--- src/rtl/sram_arb_pkg.sv ---
//------------------------------------------------------------------------------
// Module   : sram_arb_pkg
// Brief    : Shared types and constants for the SRAM port-0 arbiter.
// Revision : 1.0 - initial release
//------------------------------------------------------------------------------
`timescale 1ns/1ps
`default_nettype none

package sram_arb_pkg;

   // Wipe sequencer states
   typedef enum logic {
      ST_IDLE = 1'b0,
      ST_WIPE = 1'b1
   } wipe_state_e;

   // Requester identifiers, used for the round-robin last-grant flag
   typedef enum logic {
      REQ_HOST = 1'b0,
      REQ_WIPE = 1'b1
   } req_id_e;

   // Pin levels of an idle (no-operation) command
   localparam logic IDLE_CSB = 1'b1;
   localparam logic IDLE_WEB = 1'b1;

endpackage

`default_nettype wire

--- src/rtl/sram_wipe_seq.sv ---
//------------------------------------------------------------------------------
// Module   : sram_wipe_seq
// Brief    : Secure-wipe sequencer. Walks every SRAM address once per start
//            pulse, requesting one write per address from the arbiter.
// Revision : 1.0 - initial release
//------------------------------------------------------------------------------
`timescale 1ns/1ps
`default_nettype none

module sram_wipe_seq
   import sram_arb_pkg::*;
#(
   parameter int AW = 9
) (
   input  logic          clk,
   input  logic          rst_n,
   input  logic          start,
   input  logic          gnt,
   output logic          req,
   output logic [AW-1:0] addr,
   output logic          busy,
   output logic          done
);

   wipe_state_e   state;
   wipe_state_e   state_nxt;
   logic [AW-1:0] cnt;
   logic          term_gnt;

   // The grant for the highest address ends the wipe
   assign term_gnt = (state == ST_WIPE) && gnt && (cnt == {AW{1'b1}});

   assign req  = (state == ST_WIPE);
   assign busy = (state == ST_WIPE);
   assign addr = cnt;

   // Next-state logic: a start pulse while wiping is ignored
   always_comb begin
      state_nxt = state;
      case (state)
         ST_IDLE: if (start)    state_nxt = ST_WIPE;
         ST_WIPE: if (term_gnt) state_nxt = ST_IDLE;
         default:               state_nxt = ST_IDLE;
      endcase
   end

   // State register
   always_ff @(posedge clk or negedge rst_n) begin
      if (!rst_n) state <= ST_IDLE;
      else        state <= state_nxt;
   end

   // Address counter: cleared on start, advanced once per granted wipe write
   always_ff @(posedge clk or negedge rst_n) begin
      if (!rst_n) begin
         cnt <= '0;
      end else if ((state == ST_IDLE) && start) begin
         cnt <= '0;
      end else if ((state == ST_WIPE) && gnt) begin
         cnt <= cnt + {{(AW-1){1'b0}}, 1'b1};
      end
   end

   // Done pulses in the cycle the last wipe command reaches the pins
   always_ff @(posedge clk or negedge rst_n) begin
      if (!rst_n) done <= 1'b0;
      else        done <= term_gnt;
   end

endmodule

`default_nettype wire

--- src/rtl/sram_port_arbiter.sv ---
//------------------------------------------------------------------------------
// Module   : sram_port_arbiter
// Brief    : Round-robin arbiter sharing SRAM port 0 between the host write
//            path and the secure-wipe sequencer; all port-0 pins registered.
//            Build option SRAM_WIPE_LOCK_EN: host is locked out while a wipe
//            is busy, so the wipe runs uncontested.
// Revision : 1.0 - initial release
//------------------------------------------------------------------------------
`timescale 1ns/1ps
`default_nettype none

module sram_port_arbiter
   import sram_arb_pkg::*;
#(
   parameter int AW = 9,
   parameter int DW = 32
) (
   input  logic            wb_clk_i,
   input  logic            wb_rst_ni,
   input  logic            host_req_i,
   input  logic [AW-1:0]   host_addr_i,
   input  logic [DW-1:0]   host_din_i,
   input  logic [DW/8-1:0] host_mask_i,
   output logic            host_gnt_o,
   input  logic            wipe_start_i,
   input  logic [DW-1:0]   trng_buffer_i,
   output logic            wipe_busy_o,
   output logic            wipe_done_o,
   output logic            sram_csb_o,
   output logic            sram_web_o,
   output logic [DW/8-1:0] sram_mask_o,
   output logic [AW-1:0]   sram_addr_o,
   output logic [DW-1:0]   sram_din_o
);

   localparam int MW = DW / 8;

   logic          host_pend;
   logic          wipe_req;
   logic          wipe_gnt;
   logic [AW-1:0] wipe_addr;
   req_id_e       last_grant;

   // Host is never granted while reset is asserted
`ifdef SRAM_WIPE_LOCK_EN
   assign host_pend = wb_rst_ni & host_req_i & ~wipe_busy_o;
`else
   assign host_pend = wb_rst_ni & host_req_i;
`endif

   // Round-robin: on contention the requester not granted last time wins
   assign host_gnt_o = host_pend && (!wipe_req || (last_grant == REQ_WIPE));
   assign wipe_gnt   = wipe_req  && (!host_pend || (last_grant == REQ_HOST));

   sram_wipe_seq #(
      .AW (AW)
   ) u_wipe_seq (
      .clk   (wb_clk_i),
      .rst_n (wb_rst_ni),
      .start (wipe_start_i),
      .gnt   (wipe_gnt),
      .req   (wipe_req),
      .addr  (wipe_addr),
      .busy  (wipe_busy_o),
      .done  (wipe_done_o)
   );

   // Remember who was granted most recently; resets to wipe so host wins first
   always_ff @(posedge wb_clk_i or negedge wb_rst_ni) begin
      if (!wb_rst_ni)      last_grant <= REQ_WIPE;
      else if (host_gnt_o) last_grant <= REQ_HOST;
      else if (wipe_gnt)   last_grant <= REQ_WIPE;
   end

   // Port-0 command registers: load the granted command, else issue a no-op
   always_ff @(posedge wb_clk_i or negedge wb_rst_ni) begin
      if (!wb_rst_ni) begin
         sram_csb_o  <= 1'b1;
         sram_web_o  <= 1'b1;
         sram_mask_o <= '0;
         sram_addr_o <= '0;
         sram_din_o  <= '0;
      end else if (host_gnt_o) begin
         sram_csb_o  <= 1'b0;
         sram_web_o  <= 1'b0;
         sram_mask_o <= host_mask_i;
         sram_addr_o <= host_addr_i;
         sram_din_o  <= host_din_i;
      end else if (wipe_gnt) begin
         sram_csb_o  <= 1'b0;
         sram_web_o  <= 1'b0;
         sram_mask_o <= {MW{1'b1}};
         sram_addr_o <= wipe_addr;
         sram_din_o  <= trng_buffer_i;
      end else begin
         sram_csb_o  <= IDLE_CSB;
         sram_web_o  <= IDLE_WEB;
      end
   end

endmodule

`default_nettype wire

--- config.mk ---
export PLATFORM = sky130hd
export DESIGN_NAME = sram_port_arbiter
export DESIGN_NICKNAME = d
export VERILOG_FILES = /design/src/rtl/sram_arb_pkg.sv /design/src/rtl/sram_wipe_seq.sv /design/src/rtl/sram_port_arbiter.sv
export SDC_FILE = /design/constraint.sdc
export NUM_CORES = 1
export LEC_CHECK = 0
export ABC_AREA = 1
export CAP_MARGIN = 30
export CELL_PAD_IN_SITES_DETAIL_PLACEMENT = 0
export CELL_PAD_IN_SITES_GLOBAL_PLACEMENT = 1
export CORE_ASPECT_RATIO = 0.75
export CORE_MARGIN = 3
export CORE_UTILIZATION = 30
export CTS_CLUSTER_DIAMETER = 200
export CTS_CLUSTER_SIZE = 25
export DETAILED_ROUTE_END_ITERATION = 6
export GPL_TIMING_DRIVEN = 0
export PLACE_DENSITY_LB_ADDON = 0.1
export SLEW_MARGIN = 20
export SYNTH_ARGS = -nofsm -noshare
export SYNTH_HDL_FRONTEND = slang
export SYNTH_HIERARCHICAL = 1
export SYNTH_SLANG_ARGS = --single-unit
--- constraint.sdc ---
create_clock -name wb_clk_i -period 1.9 [get_ports wb_clk_i]
set_clock_uncertainty 0.2 [all_clocks]
set_input_delay 0.38 -clock wb_clk_i [delete_from_list [all_inputs] [get_ports wb_clk_i]]
set_output_delay 0.38 -clock wb_clk_i [all_outputs]
set_load 0.01 [all_outputs]
==> reports/qor.txt <==
Status -> completed
Row count -> 31
Die Height -> 94.8 um
CP max stage cell -> clkdlybuf4s50_1
Hold EP -> sram_mask_o[3]
Crit path kind -> in -> out
RD Place Congestion -> 0.815
Register area share after synthesis -> 46.1%
Starting Density -> 31.8%
HP Class -> reg -> reg
Pin count of the biggest net entering global routing -> 21
Commonest non-fill, non-tap cell in the layout -> nand3_1
Buffers & Inverters on Critical Path -> 4
ANT nets after route -> 0
Post-synthesis cell type count -> 24
CP Depth -> 6
# Max-Cap Violations -> 0
Top-Level Pins -> 131
Cell Area, Synth -> 3150 um2
Worst r2r path cells -> 7
Clk_lat worst skew -> 0.33 ns
Die Wd -> 124 um
Die outline area -> 11800 um2
Final Cycle Share -> 97.7%
Finished Cell Area -> 5150 um2
Worst Path Required -> 1.32 ns
First-pass GRT wire length -> 17600 um
Critical Path Max Stage Delay -> 0.50 ns
Initial antenna violation count -> 0
Final setup violation count -> 0
Reg2Reg Setup Slack -> 0.08 ns
GRT overflow -> 0
CTS clock-pin slew for the worst setup and hold paths -> 0.05 ns
Sink Count -> 58
DP Area -> 4640 um2
Hold Crit Depth -> 2
Dpl ws -> -0.748 ns
Commonest cells after routing, fill and taps aside -> 128 x nand3_1, 125 x clkdlybuf4s50_1, 113 x nand2_1
Non-Filler Instances -> 712
TritonCTS clock tree -> built
Power Density -> 1000 nW/um2
Drt wl/cell -> 15.3 um
Leakage -> 2.57 nW
HP Start -> sram_mask_o[3]
Post-layout min period -> 1.86 ns
Reg2reg start -> u_wipe_seq/addr[0]
Initial DRT Pass Iterations -> 6
CTS buffer count -> 9
CP max FO -> 6
NumNets Final -> 658
Fmax -> 0.539 GHz
Arrival @ worst endpoint -> 1.28 ns
Warnings from Yosys -> 6
GRT Total Usage -> 19.0%
Worst ir drop on vdd -> 383 uV
ANT cells -> 0
Placed Cells -> 679
Total wire length -> 10900 um
Critical Path Start Type -> input port
Syn Nets -> 499
CP cell instances -> clkdlybuf4s50_1, nand2_4, inv_4, nand2_8, inv_2, buf_6
Power, Total -> 5.16 mW
Final WS setup -> 0.0441 ns
RSZ-0062 raised after global routing -> false
Top delay family on crit path -> buffers and inverters
H-tree depth -> 3
Port Buffers -> 130
Vias per cell -> 4.64
#FFs+latches synth -> 58
Rel. slew slack -> 63.0%
Fin. max-slew vios -> 0
Layout cells sized above 1 -> 12.2%
Mapped Avg Cell Area -> 7.58 um2
Synth Instances -> 416
Slew @ Worst Pin -> 0.553 ns
Detailed Place HPWL -> 7580 um
R2r endpoint -> u_wipe_seq/addr[8]
Vias in the first global route -> 3326
Fin. Hold Viols -> 0
P&R area growth vs syn -> 63.4%
DR DRC count -> 0
Crit end category -> output pin
CTS root buf -> clkbuf_16
CTS max path bufs -> 2
Core footprint -> 9930 um2
Initial drt markers -> 186
Via count -> 3301
## what timing repair did
action	CTS	global route
buffers inserted	3	8
hold endpoints to repair	38	0
resized for setup	13	5
gates cloned	1	0
pin swaps	0	3
hold buffers	4	0
endpoints found under the setup margin	15	2
## registers in the layout (all words and copies together) (netlist names)
register	count
sram_mask_o	4
u_wipe_seq/busy	1
u_wipe_seq/done	1
sram_din_o	32
u_wipe_seq/addr	9
sram_web_o	1
last_grant	1
sram_addr_o	9
## layout make-up
type | count | area (um2)
sequential | 58 | 1450
buffer | 28 | 224
multi-input combinational | 272 | 1280
clock inverter | 1 | 5.00
tap | 132 | 165
timing repair buffer | 149 | 1510
clock buffer | 15 | 298
fill | 1043 | 4780
inverter | 57 | 216
## synth_stat cells, drive strengths merged
cell    instances  area (um2)
a21oi           3        15.0
and3            1        7.51
buf            23         204
clkbuf          6        22.5
clkinv          1        3.75
dfrtp          56        1400
dfstp           2        52.6
ha              2        25.0
inv            56         210
nand2         117         454
nand3         129         651
nor2            9        41.3
nor3            1        10.0
o21ai           9        48.8
o22ai           1        6.26
## how the worst max path moves through the flow
stage          slack (ns)                 end             from
4_1_cts             -0.06          host_gnt_o       host_req_i
6_report             0.04          host_gnt_o       host_req_i
5_1_grt            0.0005      sram_addr_o[7]   sram_addr_o[7]
3_3_place_gp        -3.27          host_gnt_o        wb_rst_ni
2_1_floorplan        0.14  u_wipe_seq/addr[3]  u_wipe_seq/busy
3_5_place_dp        -0.75          host_gnt_o        wb_rst_ni
## power by group
group | internal [mW] | leakage, nW | switching (mW)
clock network | 1.06 | 0.152 | 0.562
logic | 0.883 | 1.74 | 0.901
registers | 1.54 | 0.682 | 0.224
## metal layers
metal / GRT usage [%] / routed length [um] / vias to the layer above
li1: - / - / 1648
met1: 25.3 / 5270 / 1523
met2: 28.8 / 4600 / 119
met3: 7.18 / 933 / 11
met4: 5.75 / 130 / 0
met5: 0 / 0 / -
## worst min-delay path: stages (launching register included)
cell	delay, ns
dfrtp_1	0.33
o21ai_0	0.07
nand2_1	0.05
## stage by stage
| stage | hold WS [ns] | util, % | setup TNS, ns |
|---|---|---|---|
| 3_5_place_dp | 0.0951 | 46.8 | -11.56 |
| 5_1_grt | 0.324 | 51.9 | 0 |
| 4_1_cts | 0.293 | 50.9 | -0.0600 |
| 6_report | 0.290 | 51.9 | 0 |
| 2_1_floorplan | -0.116 | - | 0 |
| 3_3_place_gp | 0.274 | 46.5 | -270.02 |
## cells by family after synthesis
family | Yosys count | share of synthesized area (%)
and+or+nand+nor | 257 | 36.9
buffers and inverters | 86 | 14.0
DFF | 58 | 46.1
AOI/OAI and AO/OA | 13 | 2.22
adders and majority gates | 2 | 0.794
(Power assumes the default switching activity.)
